$ cat src/rtl/hybrid_adder_pipe.sv
// Pipelined ripple-carry adder with a runtime-selectable approximate LSB region and valid/ready flow.
// Optional error statistics (exact-sum comparison and saturating counter) under HYBRID_ADDER_ERR_STATS_EN.
module hybrid_adder_pipe #(
  parameter int WIDTH      = 18,
  parameter int STAGES     = 2,
  parameter int APPROX_MAX = 9,
  parameter int AW         = (APPROX_MAX > 0) ? $clog2(APPROX_MAX + 1) : 1
) (
  input  logic             i_clk,
  input  logic             i_rst_n,
  input  logic             i_valid,
  output logic             o_ready,
  input  logic [WIDTH-1:0] i_a,
  input  logic [WIDTH-1:0] i_b,
  input  logic             i_c,
  input  logic [AW-1:0]    i_approx_bits,
  output logic             o_valid,
  input  logic             i_ready,
  output logic [WIDTH-1:0] o_s,
  output logic             o_c,
  output logic             o_err,
  output logic [15:0]      o_err_cnt
);

  localparam int SEG = WIDTH / STAGES;

  if ((WIDTH % STAGES) != 0 || STAGES < 1 || STAGES > WIDTH) begin : g_bad_cfg
    $error("hybrid_adder_pipe: WIDTH must be a multiple of STAGES, 1 <= STAGES <= WIDTH");
  end

  function automatic int clamp_approx(input logic [AW-1:0] n);
    if (int'(n) > APPROX_MAX) return APPROX_MAX;
    return int'(n);
  endfunction

  function automatic logic maj3(input logic a, input logic b, input logic c);
    return (a & b) | (a & c) | (b & c);
  endfunction

  logic [WIDTH-1:0] mask_in;

  always_comb begin
    int n_eff;
    n_eff   = clamp_approx(i_approx_bits);
    mask_in = '0;
    for (int j = 0; j < WIDTH; j++) mask_in[j] = (j < n_eff);
  end

`ifdef HYBRID_ADDER_ERR_STATS_EN
  logic [WIDTH:0] ex_in0;
  assign ex_in0 = {1'b0, i_a} + {1'b0, i_b} + {{WIDTH{1'b0}}, i_c};
`endif

  // Each rank resolves one SEG-bit slice; only the still-unresolved operand bits travel upward.
  for (genvar k = 0; k < STAGES; k++) begin : g_st
    localparam int  IW   = WIDTH - k * SEG;
    localparam int  LW   = k * SEG;
    localparam bit  LAST = (k == STAGES - 1);

    logic [IW-1:0]     a_in, b_in, m_in;
    logic              cy_in, vld_in, adv;
    logic [SEG-1:0]    seg_s;
    logic              seg_c;
    logic [LW+SEG-1:0] s_d;
    logic [LW+SEG-1:0] s_q;
    logic              cy_q, vld_q;
`ifdef HYBRID_ADDER_ERR_STATS_EN
    logic [WIDTH:0]    ex_in;
`endif

    if (k == 0) begin : g_in
      assign a_in   = i_a;
      assign b_in   = i_b;
      assign m_in   = mask_in;
      assign cy_in  = i_c;
      assign vld_in = i_valid;
      assign s_d    = seg_s;
`ifdef HYBRID_ADDER_ERR_STATS_EN
      assign ex_in  = ex_in0;
`endif
    end else begin : g_in
      assign a_in   = g_st[k-1].g_ops.a_q;
      assign b_in   = g_st[k-1].g_ops.b_q;
      assign m_in   = g_st[k-1].g_ops.m_q;
      assign cy_in  = g_st[k-1].cy_q;
      assign vld_in = g_st[k-1].vld_q;
      assign s_d    = {seg_s, g_st[k-1].s_q};
`ifdef HYBRID_ADDER_ERR_STATS_EN
      assign ex_in  = g_st[k-1].g_ops.ex_q;
`endif
    end

    if (LAST) begin : g_adv
      assign adv = ~vld_q | i_ready;
    end else begin : g_adv
      assign adv = ~vld_q | g_st[k+1].adv;
    end

    always_comb begin
      logic c;
      logic mj;
      c     = cy_in;
      mj    = 1'b0;
      seg_s = '0;
      for (int i = 0; i < SEG; i++) begin
        mj       = maj3(a_in[i], b_in[i], c);
        seg_s[i] = m_in[i] ? ~mj : (a_in[i] ^ b_in[i] ^ c);
        c        = mj;
      end
      seg_c = c;
    end

    always_ff @(posedge i_clk) begin
      if (!i_rst_n) vld_q <= 1'b0;
      else if (adv) vld_q <= vld_in;
    end

    // Output rank clears its data on reset so the ports read zero; inner ranks carry data only.
    always_ff @(posedge i_clk) begin
      if (LAST && !i_rst_n) begin
        s_q  <= '0;
        cy_q <= 1'b0;
      end else if (adv && vld_in) begin
        s_q  <= s_d;
        cy_q <= seg_c;
      end
    end

    if (!LAST) begin : g_ops
      localparam int UW = IW - SEG;
      logic [UW-1:0] a_q, b_q, m_q;
`ifdef HYBRID_ADDER_ERR_STATS_EN
      logic [WIDTH:0] ex_q;
      always_ff @(posedge i_clk) begin
        if (adv && vld_in) ex_q <= ex_in;
      end
`endif
      always_ff @(posedge i_clk) begin
        if (adv && vld_in) begin
          a_q <= a_in[IW-1:SEG];
          b_q <= b_in[IW-1:SEG];
          m_q <= m_in[IW-1:SEG];
        end
      end
    end
  end

  assign o_valid = g_st[STAGES-1].vld_q;
  assign o_s     = g_st[STAGES-1].s_q;
  assign o_c     = g_st[STAGES-1].cy_q;
  assign o_ready = g_st[0].adv & i_rst_n;

`ifdef HYBRID_ADDER_ERR_STATS_EN
  function automatic logic [15:0] sat_inc16(input logic [15:0] v);
    return (v == 16'hFFFF) ? v : v + 16'd1;
  endfunction

  logic        err_q;
  logic [15:0] err_cnt_q;

  always_ff @(posedge i_clk) begin
    if (!i_rst_n) begin
      err_q     <= 1'b0;
      err_cnt_q <= '0;
    end else begin
      if (g_st[STAGES-1].adv && g_st[STAGES-1].vld_in)
        err_q <= ({g_st[STAGES-1].seg_c, g_st[STAGES-1].s_d} != g_st[STAGES-1].ex_in);
      if (o_valid && i_ready && err_q)
        err_cnt_q <= sat_inc16(err_cnt_q);
    end
  end

  assign o_err     = err_q;
  assign o_err_cnt = err_cnt_q;
`else
  assign o_err     = 1'b0;
  assign o_err_cnt = '0;
`endif

endmodule

$ cat config.mk
export PLATFORM = sky130hd
export DESIGN_NAME = hybrid_adder_pipe
export DESIGN_NICKNAME = d
export VERILOG_FILES = /design/src/rtl/hybrid_adder_pipe.sv
export SDC_FILE = /design/constraint.sdc
export NUM_CORES = 1
export LEC_CHECK = 0
export CAP_MARGIN = 10
export CORE_MARGIN = 4
export CORE_UTILIZATION = 30
export DETAILED_ROUTE_END_ITERATION = 8
export GPL_ROUTABILITY_DRIVEN = 0
export SLEW_MARGIN = 25
export SYNTH_ARGS = -nofsm -noshare
export SYNTH_HDL_FRONTEND = slang
export SYNTH_SLANG_ARGS = --single-unit
$ cat constraint.sdc
create_clock -name i_clk -period 11.77 [get_ports i_clk]
set_input_delay 1.177 -clock i_clk [delete_from_list [all_inputs] [get_ports i_clk]]
set_output_delay 1.177 -clock i_clk [all_outputs]
set_load 0.05 [all_outputs]
=== After elaboration in Yosys (flattened, before gate mapping) ===
Index checks and enable logic that the tools add are counted.
W data, S select, Z words.

* Bits in registers: 58
* Input port bits: 45
* Output and inout port bits: 38
* Logic and storage cells: 200

* Order comparisons: 19
* Mux-type cells: 21
* Bitwise logic cells: 149
* Reduce and logical (&&, ||, !) cells: 2

{| class="wikitable"
|+ Operators with widths
! kind !! count
|-
| $lt A5 B32 Y1 const A || 8
|-
| $lt A4 B32 Y1 const A || 4
|-
| $lt A3 B32 Y1 const A || 2
|-
| $lt A6 B32 Y1 const A || 2
|-
| $and A1 B1 Y1 || 55
|-
| $or A1 B1 Y1 || 38
|-
| $xor A1 B1 Y1 || 36
|-
| $lt A1 B32 Y1 const A || 1
|-
| $lt A2 B32 Y1 const A || 1
|-
| $not A1 Y1 || 20
|-
| $mux W1 || 19
|-
| $mux W4 || 2
|-
| $gt A4 B4 Y1 const B || 1
|-
| $logic_and A1 B1 Y1 || 2
|}

=== Depth between registers and ports, before layout ===
Gate-level depths: netlist (run 1).

* Depth in word-level cells: 29
* Mapped depth: 13
* Mapped depth without buffers: 13

=== Worst setup path before layout (run 1) ===
OpenSTA, ideal clock, no wires.

* Path kind: input to register
* Start: input i_a[0]
* End: register g_st[0].s_q[8] (data pin)
* Setup time: 0.265 ns
* Data arrival time: 4.775 ns
* Data required time: 11.505 ns
* Slack: 6.730 ns
* Stages on the path: 13
* Path buffers: 0
* Path through: inv_1 -> fa_1 -> inv_1 -> fa_1 -> fa_1 -> fa_1 -> fa_1 -> fa_1 -> fa_1 -> fa_1 -> fa_1 -> nand2_1 -> o21ai_0

* Cells in the longest elaborated chain, start to end: 29
* Elaborated cells between the ends (all ways): 39
* Those cells by class: mux (1); bitwise (38)

{| class="wikitable"
|+ RTL lines
! element !! line !! RTL
|-
| start, declared || 13 || <nowiki>input logic [WIDTH-1:0] i_a,</nowiki>
|-
| $and A1 B1 Y1 || 37 || <nowiki>return (a & b) | (a & c) | (b & c);</nowiki>
|-
| $or A1 B1 Y1 (*) (2 in a row) || 37 ||
|-
| $and A1 B1 Y1 || 37 ||
|-
| $or A1 B1 Y1 || 37 ||
|-
| $or A1 B1 Y1 (*) || 37 ||
|-
| $and A1 B1 Y1 || 37 ||
|-
| $or A1 B1 Y1 || 37 ||
|-
| $or A1 B1 Y1 (*) || 37 ||
|-
| [... 12 more ...] || n/a ||
|-
| $and A1 B1 Y1 || 37 ||
|-
| $or A1 B1 Y1 || 37 ||
|-
| $or A1 B1 Y1 (*) || 37 ||
|-
| $and A1 B1 Y1 || 37 ||
|-
| $or A1 B1 Y1 (2 in a row) || 37 ||
|-
| $not A1 Y1 || 107 || <nowiki>seg_s[i] = m_in[i] ? ~mj : (a_in[i] ^ b_in[i] ^ c);</nowiki>
|-
| $mux W1 (*) || 107 ||
|-
| net g_st[0].s_d[8] || 64 || <nowiki>logic [LW+SEG-1:0] s_d;</nowiki>
|-
| end signal, assigned || 121 || <nowiki>s_q <= '0;</nowiki>
|-
| end signal, assigned || 124 || <nowiki>s_q <= s_d;</nowiki>
|-
| end, declared || 65 || <nowiki>logic [LW+SEG-1:0] s_q;</nowiki>
|}

The timed path passes the listed nets; every way through them passes the cells marked *.
A chain may end at the register's enable or synchronous reset.

=== Worst setup path in the final report (run 1) ===
Ends and elaborated chain as after synthesis.

==> results.md, run 1 <==
- Status: completed
- Crit path DAT: 5430 ps
- Hold_sp: o_s[8]
- Synth area leader: edfxtp_1
- Nature of the critical path endpoint: flop
- Final nets: 344
- DIE HEIGHT: 100.6 um
- Origin of the critical flop-to-flop path: g_st[0].cy_q
- Initial antenna violation count: 0
- Critical Path Fanout Max: 2
- Post-synth top area share: 39.69%
- Mapped Cells: 210
- Flop pwr share: 52.5%
- Synthesis-to-layout area growth: 31.91%
- Synth cell types: 28
- Core Area: 8299 um2
- Io pins: 83
- Reg2reg end: o_s[17]
- DP Worst Slack: 6054 ps
- Post-layout minimum cycle time: 5378 ps
- Clk_lat worst skew: 300 ps
- GRT Overall Usage: 10.90%
- Synthesized flop and latch total: 55
- Routed via count: 1713
- Post-cts resize count: 0
- Hold buffers post-CTS: 0
- CP Launch Type: primary input
- Die Wd: 100.6 um
- MaxCap Viol Count: 0
- Internal: 0.3055 mW
- FF-to-FF setup slack: 7370 ps
- Top post-synthesis cells by area: edfxtp_1 40%, dfxtp_1 16%, fa_1 14%
- Clock sink count: 55
- Clock buffer count from CTS: 5
- Initial DRC Count: 58
- Largest net degree at the start of global routing: 23
- Critical path data required time: 11820 ps
- Worst-Margin Slew: 789.8 ps
- Number of synthesis warnings: 0
- Worst VDD drop: 0.05177 mV
- Full die area: 10120 um2
- Post-synthesis sequential area ratio: 56.03%
- CTS Buffer Depth: 2
- Final TNS setup: 0 ps
- Min-Delay Path Class: reg -> reg
- Post-Synthesis Cell Area: 2572 um2
- Power per cell area: 126.5 nW/um2
- Slew Limit Fails: 0
- Worst Hold Depth: 2
- Crit Path Class: in -> reg
- ANT cells: 0
- Syn avg cell area: 12.25 um2
- Final WL: 5.303 mm
- Gr ovfl total: 0
- Clk_skew: 13.52 ps
- Post-route ant nets: 0
- Worst r2r path cells: 13
- Maximum clock rate: 0.1860 GHz
- First-pass DRT Iterations: 4
- Hold EP: o_s[8]
- Pleak: 1.260 nW
- Fin crit share: 45.69%
- Final WS setup: 6392 ps
- RSZ-0062 raised after global routing: false
- Site Rows: 33
- DRC viols: 0
- Final setup vio count: 0
- Final Hold Fails: 0
- Post-CTS Setup Bufs: 0
- Sw frac: 28.84%
- Via density: 4.426
- H-tree levels: 2
- Net Sw Power: 0.1238 mW
- Layout Utilization: 40.89%
- CTS tree: done
- DR WL/cell: 13.70 um
- DPL Wire Length: 4.089 mm
- Vias in the first global route: 1768
- Clock network fraction of design power: 25.3%
- Logic pwr share: 22.2%
- Share of cells above drive strength 1: 5.319%
- Reg clk slew, reported paths: 100 ps
- Most frequent cells in the layout: 65 x clkdlybuf4s50_1, 34 x edfxtp_1, 26 x a21oi_1
- Rel. slew slack: 47.35%
- Most common library cell in the layout ignoring fill and taps: clkdlybuf4s50_1
- Global-route wire length before repair: 8.556 mm
- IO buf count: 65
- Root Buffer Master: clkbuf_8
- Final hold slack: 488.5 ps
- Initial Util: 31.00%
metal layers:
metal  vias to the layer above  GRT usage [%]  share of wire (%)
li1                        843              -                  -
met1                       818          12.96                 41
met2                        47          19.39                 53
met3                         5          2.284                5.1
met4                         0          3.731                1.1
met5                         -              0                  0
cell usage after synthesis (all sizes together):
master    n
mux2i     2
o2111ai   4
o31ai     1
nand2b    1
edfxtp   34
clkbuf    2
a31oi     2
o211ai    1
o41ai     1
o21ai    21
a31o      1
dfxtp    21
nor2      6
nand3    11
buf      24
or3       1
a211oi    3
a21oi    26
a21boi    1
conb      1
and2b     1
fa       18
nand2    11
inv      16
flip-flops by register name, summed over array words and instances (netlist names):
register        flops
o_s                18
g_st.g_ops.a_q      9
g_st.g_ops.b_q      9
g_st.s_q            9
g_st.g_ops.m_q      6
g_st.cy_q           1
g_st.vld_q          1
o_c                 1
o_valid             1
worst max path at each step:
| stage | from | end | slack [ps] | cells after the start |
|---|---|---|---|---|
| 2_1_floorplan | i_a[0] | g_st[0].s_q[8] | 6730 | 13 |
| 3_3_place_gp | i_a[0] | g_st[0].s_q[8] | 6170 | 14 |
| 3_5_place_dp | i_a[0] | g_st[0].s_q[8] | 6050 | 14 |
| 4_1_cts | i_a[0] | g_st[0].s_q[8] | 6370 | 14 |
| 5_1_grt | i_b[0] | g_st[0].s_q[8] | 6240 | 14 |
| 6_report | i_a[0] | g_st[0].s_q[8] | 6390 | 14 |
layout make-up:
class	instances	area, um2
fillers	809	4906
clock inverters	1	8.758
multi-input cells	135	977.2
flip-flops and latches	55	1441
inverters	16	60.06
clock buffers	7	86.33
repair buffers	68	688.2
well taps	105	131.4
worst max-delay path, cell delays in order:
cell and delay, ps:
clkdlybuf4s50_1 390, inv_1 80, fa_1 210, inv_1 60, fa_1 400, fa_1 430
fa_1 430, fa_1 420, fa_1 410, fa_1 410, fa_1 430, fa_1 450
nand2_1 60, o21ai_0 70
power by group through the flow:
stage | sequential [mW] | combinational, mW | clock (mW)
2_1_floorplan | 0.244 | 0.0486 | 0
3_3_place_gp | 0.230 | 0.0935 | 0
3_5_place_dp | 0.230 | 0.0969 | 0
4_1_cts | 0.226 | 0.0972 | 0.113
5_1_grt | 0.227 | 0.105 | 0.123
6_report | 0.225 | 0.0955 | 0.108
logic make-up after synthesis:
| group | count (synthesis) | synth area share, % |
|---|---|---|
| adders and majority gates | 18 | 14.01 |
| and+or+nand+nor | 31 | 5.496 |
| buffers and inverters | 42 | 9.630 |
| muxes | 2 | 0.7782 |
| AOI/OAI and AO/OA | 61 | 13.91 |
| other | 1 | 0.1458 |
| DFF | 55 | 56.03 |
through the flow:
step | area [um2] | total power, mW | cells
2_1_floorplan | 2655 | 0.2931 | 232
3_3_place_gp | 3268 | 0.3232 | 377
3_5_place_dp | 3298 | 0.3270 | 379
4_1_cts | 3393 | 0.4362 | 387
5_1_grt | 3393 | 0.4552 | 387
6_report | 3393 | 0.4293 | 387
Power figures use the tool's default switching activity.
==> inputs of run 2 (changes only) <==
==> constraint.sdc (replaced) <==
create_clock -name i_clk -period 5.15 [get_ports i_clk]
set_input_delay 0.515 -clock i_clk [delete_from_list [all_inputs] [get_ports i_clk]]
set_output_delay 0.515 -clock i_clk [all_outputs]
set_load 0.05 [all_outputs]
==> run 2 against run 1 <==
Net effect:
- flip-flop and latch count unchanged
- sequential share of layout area stayed put
- combinational power grew 130%
- register-to-register slack lost 6600 ps
- power is 130% higher
- global-route usage shrank 0.089 points
- critical endpoint unchanged
==> results.md, run 2 (synthesis gave the netlist of run 1 again) <==
- Status: completed
- Clock sink count: 55
- GR Layer Usage met1: 12.60%
- Initial DRC Count: 59
- Final WL: 5.266 mm
- Initial antenna violation count: 0
- Crit-path slowest cell: fa_1
- Layout filler cell count: 797
- H-tree levels: 2
- Most common library cell in the layout ignoring fill and taps: clkdlybuf4s50_1
- Reg clk slew, reported paths: 90 ps
- Worst VDD drop: 0.1175 mV
- ANT cells: 0
- Vias in the first global route: 1766
- Slew Limit Fails: 0
- Post-cts resize count: 0
- WP buf/inv: 3
- Pleak: 1.260 nW
- Gr ovfl total: 0
- Share of cells above drive strength 1: 5.319%
- Critical path data required time: 5200 ps
- Clk_lat worst skew: 300 ps
- Worst r2r path cells: 13
- Global-route wire length before repair: 8.459 mm
- Final nets: 344
- Post-CTS Setup Bufs: 0
- Power per cell area: 289.1 nW/um2
- CTS Buffer Depth: 2
- Root Buffer Master: clkbuf_8
- Routed via count: 1693
- Crit Path Class: in -> reg
- Largest net degree at the start of global routing: 23
- Final TNS setup: 0 ps
- FF-to-FF setup slack: 730 ps
- Met3 Use GR: 2.699%
- DPL Wire Length: 4.086 mm
- Post-route ant nets: 0
- Largest stage delay, worst path: 440 ps
- GRT busiest layer: met2
- Layout Utilization: 40.89%
- Maximum clock rate: 0.2111 GHz
- Final Hold Fails: 0
- Initial Util: 31.00%
- Clock buffer count from CTS: 5
- Final Power: 0.9811 mW
- Nature of the critical path endpoint: flop
- Core Area: 8299 um2
- Critical Path Fanout Max: 2
- Hold_sp: o_s[8]
- DP Worst Slack: 69.43 ps
- CTS tree: done
- Crit path DAT: 4790 ps
- Hold EP: o_s[8]
- Reg2reg end: o_s[17]
- GRT Overall Usage: 10.81%
- GRT met2 Usage: 19.19%
- Io pins: 83
- Clk_skew: 13.15 ps
- Most frequent CP cell: fa_1
- Crit path max-delay family: adder cells
- RSZ-0062 raised after global routing: false
- Full die area: 10120 um2
- DR WL/cell: 13.61 um
- Worst Hold Depth: 2
- Max FFs per register: 18
- First-pass DRT Iterations: 6
- Fin crit share: 92.00%
- Post-layout minimum cycle time: 4738 ps
- CP Launch Type: primary input
- Die Wd: 100.6 um
- IO buf count: 65
- Min-Delay Path Class: reg -> reg
- Worst-Margin Slew: 792.7 ps
- Hold buffers post-CTS: 0
- DRC viols: 0
- Critical-path cell list: clkdlybuf4s50_1 > inv_1 > fa_1 > inv_1 > fa_1 > fa_1 > fa_1 > fa_1 > fa_1 > fa_1 > fa_1 > fa_1 > nand2_1 > o21ai_0
- Site Rows: 33
- DIE HEIGHT: 100.6 um
- Final WS setup: 412.0 ps
- Via density: 4.375
- MaxCap Viol Count: 0
- Synthesis-to-layout area growth: 31.91%
- Rel. slew slack: 47.16%
- Most frequent cells in the layout: 65 x clkdlybuf4s50_1, 34 x edfxtp_1, 26 x a21oi_1
- Origin of the critical flop-to-flop path: g_st[0].cy_q
- Final setup vio count: 0
run 2: cell counts in the layout (fill, tap and decap cells not counted):
Identical to the previous run, type by type.
run 2: worst max-delay path by stage:
stage | to | depth (start not counted) | from | slack [ps]
6_report | g_st[0].s_q[8] | 14 | i_a[0] | 410
5_1_grt | g_st[0].s_q[8] | 14 | i_b[0] | 290
4_1_cts | g_st[0].s_q[8] | 14 | i_a[0] | 400
3_5_place_dp | g_st[0].s_q[8] | 14 | i_a[0] | 70
3_3_place_gp | g_st[0].s_q[8] | 14 | i_a[0] | 210
2_1_floorplan | g_st[0].s_q[8] | 13 | i_a[0] | 770
run 2: stage by stage:
| step | instances | instance area (um2) | hold WS (ps) |
|---|---|---|---|
| detailed placement | 379 | 3298 | 477.0 |
| finish | 387 | 3393 | 487.9 |
| global placement | 377 | 3268 | 469.0 |
| CTS | 387 | 3393 | 491.1 |
| floorplan | 232 | 2655 | 501.6 |
| global route | 387 | 3393 | 524.0 |
run 2: cell type report:
cell class | count | area [um2] | area share (%)
Clock inverter | 1 | 8.758 | 0.2581
Sequential cell | 55 | 1441 | 42.48
Inverter | 16 | 60.06 | 1.770
Clock buffer | 7 | 86.33 | 2.544
Tap cell | 105 | 131.4 | 3.872
Multi-Input combinational cell | 135 | 977.2 | 28.80
Timing Repair Buffer | 68 | 688.2 | 20.28
run 2: metal layers:
| layer | wire length (um) | part of all wire, % |
|---|---|---|
| met5 | 0 | 0 |
| met3 | 330 | 6.3 |
| met2 | 2780 | 53 |
| met1 | 2096 | 40 |
| met4 | 59 | 1.1 |
run 2: worst min-delay path, stage by stage, from the launching register on:
cell     delay [ps]
dfxtp_1         320
o21ai_1          70
a21oi_1          60
run 2: power breakdown:
part | total [mW] | leakage [nW] | switching, mW | internal, mW
logic | 0.218 | 0.706 | 0.133 | 0.0853
registers | 0.515 | 0.505 | 0.0134 | 0.502
clock network | 0.248 | 0.0489 | 0.137 | 0.111
total | 0.981 | 1.26 | 0.283 | 0.698
==> inputs of run 3 (changes only) <==
--- a/config.mk
+++ b/config.mk
@@ -10,6 +10,7 @@
 export CORE_UTILIZATION = 30
 export DETAILED_ROUTE_END_ITERATION = 8
 export GPL_ROUTABILITY_DRIVEN = 0
+export HOLD_SLACK_MARGIN = 0.03
 export SLEW_MARGIN = 25
 export SYNTH_ARGS = -nofsm -noshare
 export SYNTH_HDL_FRONTEND = slang
==> results of run 3 <==
Same layout as run 2: the final DEF is identical, and so are final timing and power.
